$ cat src/rtl/dmem_load_unit.sv
// Load unit: accepts one load at a time, reads the byte-lane banks, aligns and extends the result.
// Latency: response 2 cycles after accept (3 when the load spans two words), 0 for an error.
// Backpressure: one request in flight; req_ready drops until the held response is taken.
//
// Ports:
//   clk, rst                          clock, async active-high reset
//   req_valid/req_ready               load request handshake (ready only in IDLE)
//   req_addr, req_funct3              byte address and RISC-V load type
//   rsp_valid/rsp_ready               response handshake
//   rsp_data, rsp_err                 extended load result, region/funct3 error flag
//   mem_rd_en, mem_rd_idx             bank read strobe and word index
//   mem_rd_data                       {lane3..lane0} read data, valid the cycle after mem_rd_en
module dmem_load_unit #(
    parameter int          DEPTH  = 128,
    parameter int          AW     = 7,
    parameter logic [15:0] REGION = 16'h0800
) (
    input  logic          clk,
    input  logic          rst,
    input  logic          req_valid,
    output logic          req_ready,
    input  logic [31:0]   req_addr,
    input  logic [2:0]    req_funct3,
    output logic          rsp_valid,
    input  logic          rsp_ready,
    output logic [31:0]   rsp_data,
    output logic          rsp_err,
    output logic          mem_rd_en,
    output logic [AW-1:0] mem_rd_idx,
    input  logic [31:0]   mem_rd_data
);

    typedef enum logic [2:0] {
        IDLE  = 3'd0,
        ISSUE = 3'd1,
        CAP0  = 3'd2,
        CAP1  = 3'd3,
        RESP  = 3'd4
    } state_t;

    localparam logic [2:0] F3_LB  = 3'b000;
    localparam logic [2:0] F3_LH  = 3'b001;
    localparam logic [2:0] F3_LW  = 3'b010;
    localparam logic [2:0] F3_LBU = 3'b100;
    localparam logic [2:0] F3_LHU = 3'b101;

    state_t        state;
    state_t        state_nxt;

    // Request context latched on accept
    logic [AW-1:0] w_q;
    logic [1:0]    off_q;
    logic [2:0]    f3_q;
    logic          cross_q;
    logic [31:0]   lo_q;

    logic [AW-1:0] w_inc;
    logic          accept;
    logic          req_bad;
    logic          req_cross;
    logic          load_lo;
    logic          load_rsp;
    logic [31:0]   rsp_data_nxt;
    logic          rsp_err_nxt;

    // Address bits between the word index and the region tag alias onto the same words.
    logic          unused_addr_bits;
    assign unused_addr_bits = ^req_addr[15:AW+2];

    // Shift the two-word window down to the addressed byte, then extend by load type.
    function automatic logic [31:0] form_result(
        input logic [2:0]  f3,
        input logic [1:0]  off,
        input logic [31:0] hi,
        input logic [31:0] lo
    );
        logic [63:0] pair;
        logic [31:0] s;
        logic [31:0] r;
        pair = {hi, lo} >> {off, 3'b000};
        s    = pair[31:0];
        case (f3)
            F3_LB:   r = {{24{s[7]}}, s[7:0]};
            F3_LBU:  r = {24'h0, s[7:0]};
            F3_LH:   r = {{16{s[15]}}, s[15:0]};
            F3_LHU:  r = {16'h0, s[15:0]};
            F3_LW:   r = s;
            default: r = 32'h0;
        endcase
        return r;
    endfunction

    always_comb begin
        req_bad = (req_addr[31:16] != REGION) ||
                  (req_funct3 == 3'b011) || (req_funct3 == 3'b110) || (req_funct3 == 3'b111);
        req_cross = ((req_funct3 == F3_LW) && (req_addr[1:0] != 2'b00)) ||
                    (((req_funct3 == F3_LH) || (req_funct3 == F3_LHU)) && (req_addr[1:0] == 2'b11));
    end

    // Second word of a crossing load wraps from the last bank word back to word 0.
    assign w_inc = (w_q == AW'(DEPTH - 1)) ? '0 : w_q + 1'b1;

    always_ff @(posedge clk or posedge rst) begin
        if (rst) begin
            state <= IDLE;
        end else begin
            state <= state_nxt;
        end
    end

    always_comb begin
        state_nxt    = state;
        req_ready    = 1'b0;
        rsp_valid    = 1'b0;
        mem_rd_en    = 1'b0;
        mem_rd_idx   = '0;
        accept       = 1'b0;
        load_lo      = 1'b0;
        load_rsp     = 1'b0;
        rsp_data_nxt = 32'h0;
        rsp_err_nxt  = 1'b0;
        case (state)
            IDLE: begin
                req_ready = 1'b1;
                if (req_valid) begin
                    accept = 1'b1;
                    if (req_bad) begin
                        // Errors skip the banks entirely and answer with zero data.
                        load_rsp    = 1'b1;
                        rsp_err_nxt = 1'b1;
                        state_nxt   = RESP;
                    end else begin
                        state_nxt = ISSUE;
                    end
                end
            end
            ISSUE: begin
                mem_rd_en  = 1'b1;
                mem_rd_idx = w_q;
                state_nxt  = CAP0;
            end
            CAP0: begin
                load_lo = 1'b1;
                if (cross_q) begin
                    mem_rd_en  = 1'b1;
                    mem_rd_idx = w_inc;
                    state_nxt  = CAP1;
                end else begin
                    load_rsp     = 1'b1;
                    rsp_data_nxt = form_result(f3_q, off_q, 32'h0, mem_rd_data);
                    state_nxt    = RESP;
                end
            end
            CAP1: begin
                load_rsp     = 1'b1;
                rsp_data_nxt = form_result(f3_q, off_q, mem_rd_data, lo_q);
                state_nxt    = RESP;
            end
            RESP: begin
                rsp_valid = 1'b1;
                if (rsp_ready) begin
                    state_nxt = IDLE;
                end
            end
            default: begin
                state_nxt = IDLE;
            end
        endcase
    end

    always_ff @(posedge clk or posedge rst) begin
        if (rst) begin
            w_q      <= '0;
            off_q    <= 2'b00;
            f3_q     <= 3'b000;
            cross_q  <= 1'b0;
            lo_q     <= 32'h0;
            rsp_data <= 32'h0;
            rsp_err  <= 1'b0;
        end else begin
            if (accept) begin
                w_q     <= req_addr[AW+1:2];
                off_q   <= req_addr[1:0];
                f3_q    <= req_funct3;
                cross_q <= req_cross;
            end
            if (load_lo) begin
                lo_q <= mem_rd_data;
            end
            // Response registers only change when a new result is formed, so they
            // stay stable throughout RESP regardless of rsp_ready.
            if (load_rsp) begin
                rsp_data <= rsp_data_nxt;
                rsp_err  <= rsp_err_nxt;
            end
        end
    end

endmodule
$ cat config.mk
export PLATFORM = sky130hd
export DESIGN_NAME = dmem_load_unit
export DESIGN_NICKNAME = d
export VERILOG_FILES = /design/src/rtl/dmem_load_unit.sv
export SDC_FILE = /design/constraint.sdc
export NUM_CORES = 1
export LEC_CHECK = 0
export ABC_AREA = 1
export CORE_ASPECT_RATIO = 1.25
export CORE_UTILIZATION = 35
export CTS_BUF_LIST = sky130_fd_sc_hd__clkbuf_4
export DETAILED_ROUTE_END_ITERATION = 8
export PLACE_DENSITY_LB_ADDON = 0.05
export SETUP_SLACK_MARGIN = 0.2
export SYNTH_ARGS = -nofsm -noshare
export SYNTH_HDL_FRONTEND = slang
export SYNTH_SLANG_ARGS = --single-unit
$ cat constraint.sdc
create_clock -name clk -period 3.2 [get_ports clk]
set_input_delay 0.64 -clock clk [delete_from_list [all_inputs] [get_ports clk]]
set_output_delay 0.64 -clock clk [all_outputs]
set_load 0.01 [all_outputs]
After elaboration in Yosys (flattened, before gate mapping)
Index checks and enable logic that the tools add are counted.
Storage, ports and cells
  logic and storage cells: 65
  output and inout port bits: 43
  register bits: 81
Operators by class
  muxes and demuxes: 24
  equality and inequality tests: 19
  shift-type cells: 2
  reductions and logical operators: 11
  add/subtract/negate cells: 1
Operators with widths (number)
  32-bit case mux with 5 select lines: 2
  32-bit case mux with 2 select lines: 1
  64-bit by 5-bit >> shifter with 32-bit output: 1
  32-bit 2-to-1 mux: 1
  32-bit by 5-bit >> shifter with 32-bit output: 1
  3-bit equality test, second input constant: 6
  16-bit by 12-bit inequality test with 1-bit output, second input constant: 1
  3-bit by 2-bit equality test with 1-bit output, second input constant: 5
  3-bit case mux with 5 select lines: 1
  7-bit 2-to-1 mux: 2
  7-bit case mux with 2 select lines: 1
  3-bit 2-to-1 mux: 4
  1-bit 2-to-1 mux: 10
  3-bit by 1-bit equality test with 1-bit output, second input constant: 3
  7-bit by 1-bit adder with 7-bit output, second input constant: 1
  7-bit equality test, second input constant: 1
  3-bit logical NOT: 2
  1-bit logical OR: 5
  2-bit inequality test, second input constant: 2
  1-bit case mux with 3 select lines: 1
  2-bit equality test, second input constant: 1
  1-bit logical AND: 2
  1-bit case mux with 2 select lines: 1
  2-bit AND reduction: 1
  2-bit nonzero test: 1

Logic depth before layout (Yosys ltp)
Gate-level depths: netlist (run 1).
  word-level depth: 7
  gate-level depth with buffers: 10
  gate-level depth less buffers: 8

Worst setup path before layout (run 1)
OpenSTA, ideal clock, no wires.
  kind: reg-to-output
  start point: register state[0]
  end point: output mem_rd_idx[2]
  slack: 1.305 ns
  required time: 2.560 ns
  stages on the path, launching flop included: 6
  arrival time: 1.255 ns
  path through: dfrtp_1 nor2_2 nand2_2 nor2_1 nand2_1 o21ai_0
Between the ends
  cells in the longest elaborated chain, start to end: 2
  elaborated cells on any way between the ends: 3
RTL lines
  from (decl): RTL line 47  | state_t state;
  from (signal assigned): RTL line 107  | state <= state_nxt;
  3-bit by 2-bit equality test with 1-bit output or 3-bit by 1-bit equality test with 1-bit output (tied branches): RTL line 122  | case (state)
  7-bit case mux with 2 select lines *: RTL line 122
  to (decl): RTL line 29  | output logic [AW-1:0] mem_rd_idx,
Mark *: on every way between the ends. The rest lies on a longest branch, timed or not.

Final worst setup path (run 1)
  start point: register state[0]
  end point: output mem_rd_idx[4]
Same word-level chain as after synthesis.

==> results.sh, run 1 <==
export IMPL_yosysTopAreaCell="dfrtp_1"
export IMPL_syn_num_nets=878
export IMPL_grt_max_degree=74
export IMPL_setup_viol_count_final=0
export IMPL_cts_tree="built"
export IMPL_irDropWorstVdd_v=0.000228
export IMPL_path_clk_slew_ps=150
export IMPL_slew_violations=0
export IMPL_avgSynthCellArea_sq_um=6.66
export IMPL_cts_sinks=81
export IMPL_regArea_sq_um=2030
export IMPL_vias_per_cell=5.30
export IMPL_placed_cells=1054
export IMPL_hold_viol_final=0
export IMPL_crit_chain="nor2_2 > nand2_2 > nor2_1 > buf_4 > nand3_1 > o21ai_0 > clkdlybuf4s50_1"
export IMPL_placed_cell_area_sq_um=6460
export IMPL_ant_nets=0
export IMPL_synth_top_area_share=0.377
export IMPL_cp_slowest_cell="clkdlybuf4s50_1"
export IMPL_dieArea_sq_um=15800
export IMPL_grt_pass1_vias=5322
export IMPL_synth_area_top_cells="dfrtp_1 38%, nand2_1 22%, nand3_1 20%"
export IMPL_rr_worst_depth=8
export IMPL_max_freq_mhz=355
export IMPL_cts_max_level=3
export IMPL_overflow=0
export IMPL_min_period_over_period=0.879
export IMPL_die_w_um=113
export IMPL_clock_latency_ps=500
export IMPL_wire_per_inst_um=16.3
export IMPL_dp_hpwl_mm=12.1
export IMPL_tns_ps=0
export IMPL_drc=0
export IMPL_status="finished, final reports clean"
export IMPL_synth_seq_area_share=0.377
export IMPL_antenna_found_initial=1
export IMPL_post_place_ws_ps=744
export IMPL_port_buffer_count=106
export IMPL_layout_commonest_cell="nand2_1"
export IMPL_place_congestion=0.856
export IMPL_whs_ps=333
export IMPL_cts_buffers=9
export IMPL_worstMarginPinSlew_ps=637
export IMPL_firstDrtPassIters=7
export IMPL_rr_startpoint="off_q[0]"
export IMPL_drtIter0Drc=487
export IMPL_p_leak_uw=0.00326
export IMPL_multi_input_area_sq_um=2920
export IMPL_gr_usage_all_layers=0.233
export IMPL_power_density_nw_per_um2=440
export IMPL_die_h_um=141
export IMPL_slew_headroom=0.575
export IMPL_synthDistinctLibCells=31
export IMPL_yosys_warnings=0
export IMPL_finalClockSkew_ps=20.5
export IMPL_layoutNonFillerInstCount=1072
export IMPL_final_cell_mix="317 x nand2_1, 215 x nand3_1, 101 x clkdlybuf4s50_1, 80 x dfrtp_1, 32 x o21ai_0"
export IMPL_nets=956
export IMPL_grt_pass1_wl_mm=28.5
export IMPL_cts_buffer_depth=2
export IMPL_cp_arrival_ps=2170
export IMPL_start_util=0.358
export IMPL_fill_cells=1589
export IMPL_num_rows=50
export IMPL_clockRootBuffer="clkbuf_4"
export IMPL_syn_area_sq_um=5370
export IMPL_cpPeakStageDelay_ps=570
export IMPL_synth_ff_latch_count=81
export IMPL_r2r_end="rsp_data[17]"
export IMPL_hold_path_class="in2async"
export IMPL_crit_required_ps=2560
export IMPL_fin_crit_ps=2810
export IMPL_worstSetupStartpointType="flip-flop"
export IMPL_critPathKind="reg2out"
export IMPL_fin_ws_ps=386
export IMPL_core_area_sq_um=15000
export IMPL_ioPinCount=114
export IMPL_final_area_sq_um=6640
export IMPL_r2r_slack_ps=1190
export IMPL_rsz0062_at_grt="no"
export IMPL_maxCapViolations=0
export IMPL_syn2layout_area_growth_pct=23.7
export IMPL_end_kind="output pin"
export IMPL_netlist_instances=806
export IMPL_cts_hold_buffers=0
export IMPL_routed_wirelength_mm=17.5
export IMPL_crit_fanout=5
export IMPL_vias=5681
export IMPL_drive_gt1_frac=0.0630
## through the flow
stage	power, uW	util
floorplan	1940	-
global placement	2200	0.430
detailed placement	2200	0.430
CTS	2940	0.442
global route	3140	0.442
finish	2920	0.442
## cell families after synthesis
kind of cell,count (synthesis),share of synthesized area
AO/OA/AOI/OAI,54,0.0536
adder cells (fa/ha/maj),1,0.00233
flip-flops,81,0.377
buffers and inverters,82,0.0783
XOR/XNOR,2,0.00326
AND/OR/NAND/NOR,586,0.485
## critical path: cells and delay by family (launching register included)
kind | cells | cell delay [ps]
and+or+nand+nor | 4 | 420
DFF | 1 | 460
buffers and inverters | 2 | 720
AOI/OAI and AO/OA | 1 | 90
## area by class of cell
| cell class | count | area share |
|---|---|---|
| Multi-Input combinational cell | 643 | 0.440 |
| Sequential cell | 81 | 0.305 |
| Timing Repair Buffer | 120 | 0.179 |
| Tap cell | 182 | 0.0343 |
| Inverter | 29 | 0.0166 |
| Clock inverter | 7 | 0.0143 |
| Clock buffer | 9 | 0.0102 |
| Antenna cell | 1 | 0.000377 |
## routing by layer
layer,GRT usage,part of all wire
met1,0.343,0.48
met2,0.351,0.44
met3,0.0346,0.061
met4,0.0674,0.013
met5,0,0
## how the worst max path moves through the flow
| stage | start | end | slack (ps) |
|---|---|---|---|
| after floorplan | rst | cross_q | 480 |
| after global routing | state[0] | mem_rd_idx[4] | 250 |
| after detailed placement | w_q[1] | mem_rd_idx[6] | 740 |
| after global placement | w_q[1] | mem_rd_idx[6] | 800 |
| after CTS | w_q[0] | mem_rd_idx[2] | 260 |
| final | state[0] | mem_rd_idx[4] | 390 |
## Yosys cell counts, drive strengths merged
master    n
dfrtp    81
nand2   321
a22o      1
ha        1
nand4     1
nand3b    1
and2      7
xor2      1
o211ai    2
a21oi    11
inv      29
nor2     30
o21ai    37
buf      39
o22ai     3
nor3      3
clkbuf   14
nand3   223
xnor2     1
## repair_timing
item | CTS | global route
endpoints found under the setup margin | 1 | 4
resized for setup | 1 | 4
buffers inserted | 1 | 0
## flip-flops by register name (all words and copies together), names as in the netlist
signal and cells:
lo_q 32, rsp_data 32, w_q 7, f3_q 3, state 3, off_q 2
cross_q 1, rsp_err 1
## power by group
group | internal [uW] | switching, uW
registers | 1060 | 32.6
logic | 360 | 747
clock network | 316 | 410
No activity file was read; power rests on OpenSTA's default activity.
==> run 2, diff against run 1 <==
--- a/config.mk
+++ b/config.mk
@@ -8,7 +8,7 @@
 export ABC_AREA = 1
 export CORE_ASPECT_RATIO = 1.25
 export CORE_UTILIZATION = 35
-export CTS_BUF_LIST = sky130_fd_sc_hd__clkbuf_4
+export CTS_BUF_LIST = sky130_fd_sc_hd__clkbuf_4 sky130_fd_sc_hd__clkbuf_8 sky130_fd_sc_hd__clkbuf_16
 export DETAILED_ROUTE_END_ITERATION = 8
 export PLACE_DENSITY_LB_ADDON = 0.05
 export SETUP_SLACK_MARGIN = 0.2
==> run 2 against run 1 <==
Combinational power barely moved. Cell area rose by 2.3%. First-iteration DRC count rose by 1.2%. Worst setup slack got worse by 26 ps. Die area did not move. Fmax fell by 0.92%. Highest routed layer unchanged. Count of clock-buffer cells in the layout rose by 1.
==> results.sh, run 2 (synthesis gave the netlist of run 1 again) <==
export IMPL_fin_ws_ps=360
export IMPL_drtIter0Drc=493
export IMPL_start_util=0.358
export IMPL_clockRootBuffer="clkbuf_16"
export IMPL_slew_headroom=0.574
export IMPL_maxCapViolations=0
export IMPL_irDropWorstVdd_v=0.000279
export IMPL_cts_sinks=81
export IMPL_p_seq_frac=0.326
export IMPL_r2r_slack_ps=1220
export IMPL_wire_per_inst_um=16.4
export IMPL_hold_path_class="reg2reg"
export IMPL_dieArea_sq_um=15800
export IMPL_firstDrtPassIters=5
export IMPL_final_cell_mix="317 x nand2_1, 215 x nand3_1, 105 x clkdlybuf4s50_1, 80 x dfrtp_1, 32 x o21ai_0"
export IMPL_placed_cell_area_sq_um=6460
export IMPL_cp_slowest_cell="clkdlybuf4s50_1"
export IMPL_switching_share=0.367
export IMPL_core_area_sq_um=15000
export IMPL_whs_ps=480
export IMPL_ant_nets=0
export IMPL_p_leak_uw=0.00327
export IMPL_worstSetupStartpointType="flip-flop"
export IMPL_setup_viol_count_final=0
export IMPL_layout_commonest_cell="nand2_1"
export IMPL_routed_wirelength_mm=17.5
export IMPL_path_common_cell="nand3_1"
export IMPL_slew_violations=0
export IMPL_ioPinCount=114
export IMPL_top_regs="lo_q x32, rsp_data x32, w_q x7"
export IMPL_overflow=0
export IMPL_final_area_sq_um=6790
export IMPL_rsz0062_at_grt="no"
export IMPL_end_kind="output pin"
export IMPL_fill_cells=1572
export IMPL_fin_crit_ps=2840
export IMPL_p_int_uw=2120
export IMPL_port_buffer_count=106
export IMPL_placed_cells=1054
export IMPL_power_share_clock=0.345
export IMPL_clock_latency_ps=360
export IMPL_place_congestion=0.856
export IMPL_num_rows=50
export IMPL_post_place_ws_ps=744
export IMPL_syn2layout_area_growth_pct=26.5
export IMPL_grt_pass1_vias=5309
export IMPL_cpPeakStageDelay_ps=590
export IMPL_cts_hold_buffers=0
export IMPL_p_comb_frac=0.329
export IMPL_status="finished, final reports clean"
export IMPL_crit_fanout=4
export IMPL_cp_arrival_ps=2200
export IMPL_grt_pass1_wl_mm=28.5
export IMPL_power_density_nw_per_um2=494
export IMPL_critPathKind="reg2out"
export IMPL_cts_setup_buffers=0
export IMPL_cts_max_level=3
export IMPL_critPathTopFamily="buffers and inverters"
export IMPL_path_clk_slew_ps=70
export IMPL_crit_required_ps=2560
export IMPL_vias_per_cell=5.29
export IMPL_tns_ps=0
export IMPL_drive_gt1_frac=0.0631
export IMPL_vias=5660
export IMPL_antenna_found_initial=0
export IMPL_worst_path_buf_inv=1
export IMPL_max_freq_mhz=352
export IMPL_switchingPower_uw=1230
export IMPL_crit_chain="ha_1 > nand3_1 > nor2_1 > nand3_1 > nand2_1 > o21ai_0 > clkdlybuf4s50_1"
export IMPL_min_period_over_period=0.888
export IMPL_die_h_um=141
export IMPL_layoutNonFillerInstCount=1070
export IMPL_grt_max_degree=74
export IMPL_cts_tree="built"
export IMPL_hold_viol_final=0
export IMPL_nets=955
export IMPL_cts_buffer_depth=2
export IMPL_drc=0
export IMPL_worstMarginPinSlew_ps=638
export IMPL_die_w_um=113
export IMPL_diodes=0
export IMPL_finalClockSkew_ps=9.08
export IMPL_dp_hpwl_mm=12.1
export IMPL_cts_buffers=9
export IMPL_gr_usage_all_layers=0.233
==> run 2: cell count changes in the layout (fill, tap and decap cells not counted), sizes merged <==
cell and delta:
clkdlybuf4s50 +4, dlymetal6s2s -3, buf -1, clkbuf +1
clkinv -1, diode -1, dlygate4sd2 -1
==> run 2: path summary, 6_finish.rpt <==
path | startpoint | to | depth (start not counted)
max in group asynchronous | rst | rsp_data[24] | 3
min in group asynchronous | rst | w_q[4] | 2
min reg2reg | lo_q[2] | lo_q[2] | 2
max | w_q[1] | mem_rd_idx[2] | 7
max reg2reg | off_q[0] | rsp_data[14] | 7
min | lo_q[2] | lo_q[2] | 2
==> run 2: area by class of cell <==
class	count	area, sq um	share of cell area
clock inverters	6	91.3	0.0134
multi-input cells	643	2920	0.430
clock buffers	10	239	0.0352
repair buffers	119	1170	0.173
well taps	182	228	0.0335
flip-flops and latches	81	2030	0.299
inverters	29	110	0.0162
==> run 2: worst min-delay path: cells and delay by family (launching register included) <==
family,cells,cell delay (ps)
flops,1,340
simple gates,2,110
==> run 2: repair_timing <==
item	4_1_cts	5_1_grt
resized for setup	0	1
setup endpoints to repair	0	1
endpoints found under the hold margin	0	0
==> run 2: stage by stage <==
stage                     power (uW)  utilization
after floorplan                 1940            -
after global placement          2200        0.430
after detailed placement        2200        0.430
after CTS                       3370        0.452
after global routing            3570        0.453
final                           3360        0.453
==> run 2: layer usage <==
metal | track usage | routed length, um
met1 | 0.344 | 8610
met2 | 0.351 | 7700
met3 | 0.0303 | 946
met4 | 0.0758 | 249
met5 | 0 | 0
==> run 2: power groups by stage <==
| stage | logic [uW] | registers [uW] | clock network, uW |
|---|---|---|---|
| 2_1_floorplan | 837 | 1100 | 0 |
| 3_3_place_gp | 1090 | 1110 | 0 |
| 3_5_place_dp | 1090 | 1110 | 0 |
| 4_1_cts | 1090 | 1090 | 1190 |
| 5_1_grt | 1240 | 1100 | 1240 |
| 6_report | 1100 | 1090 | 1160 |
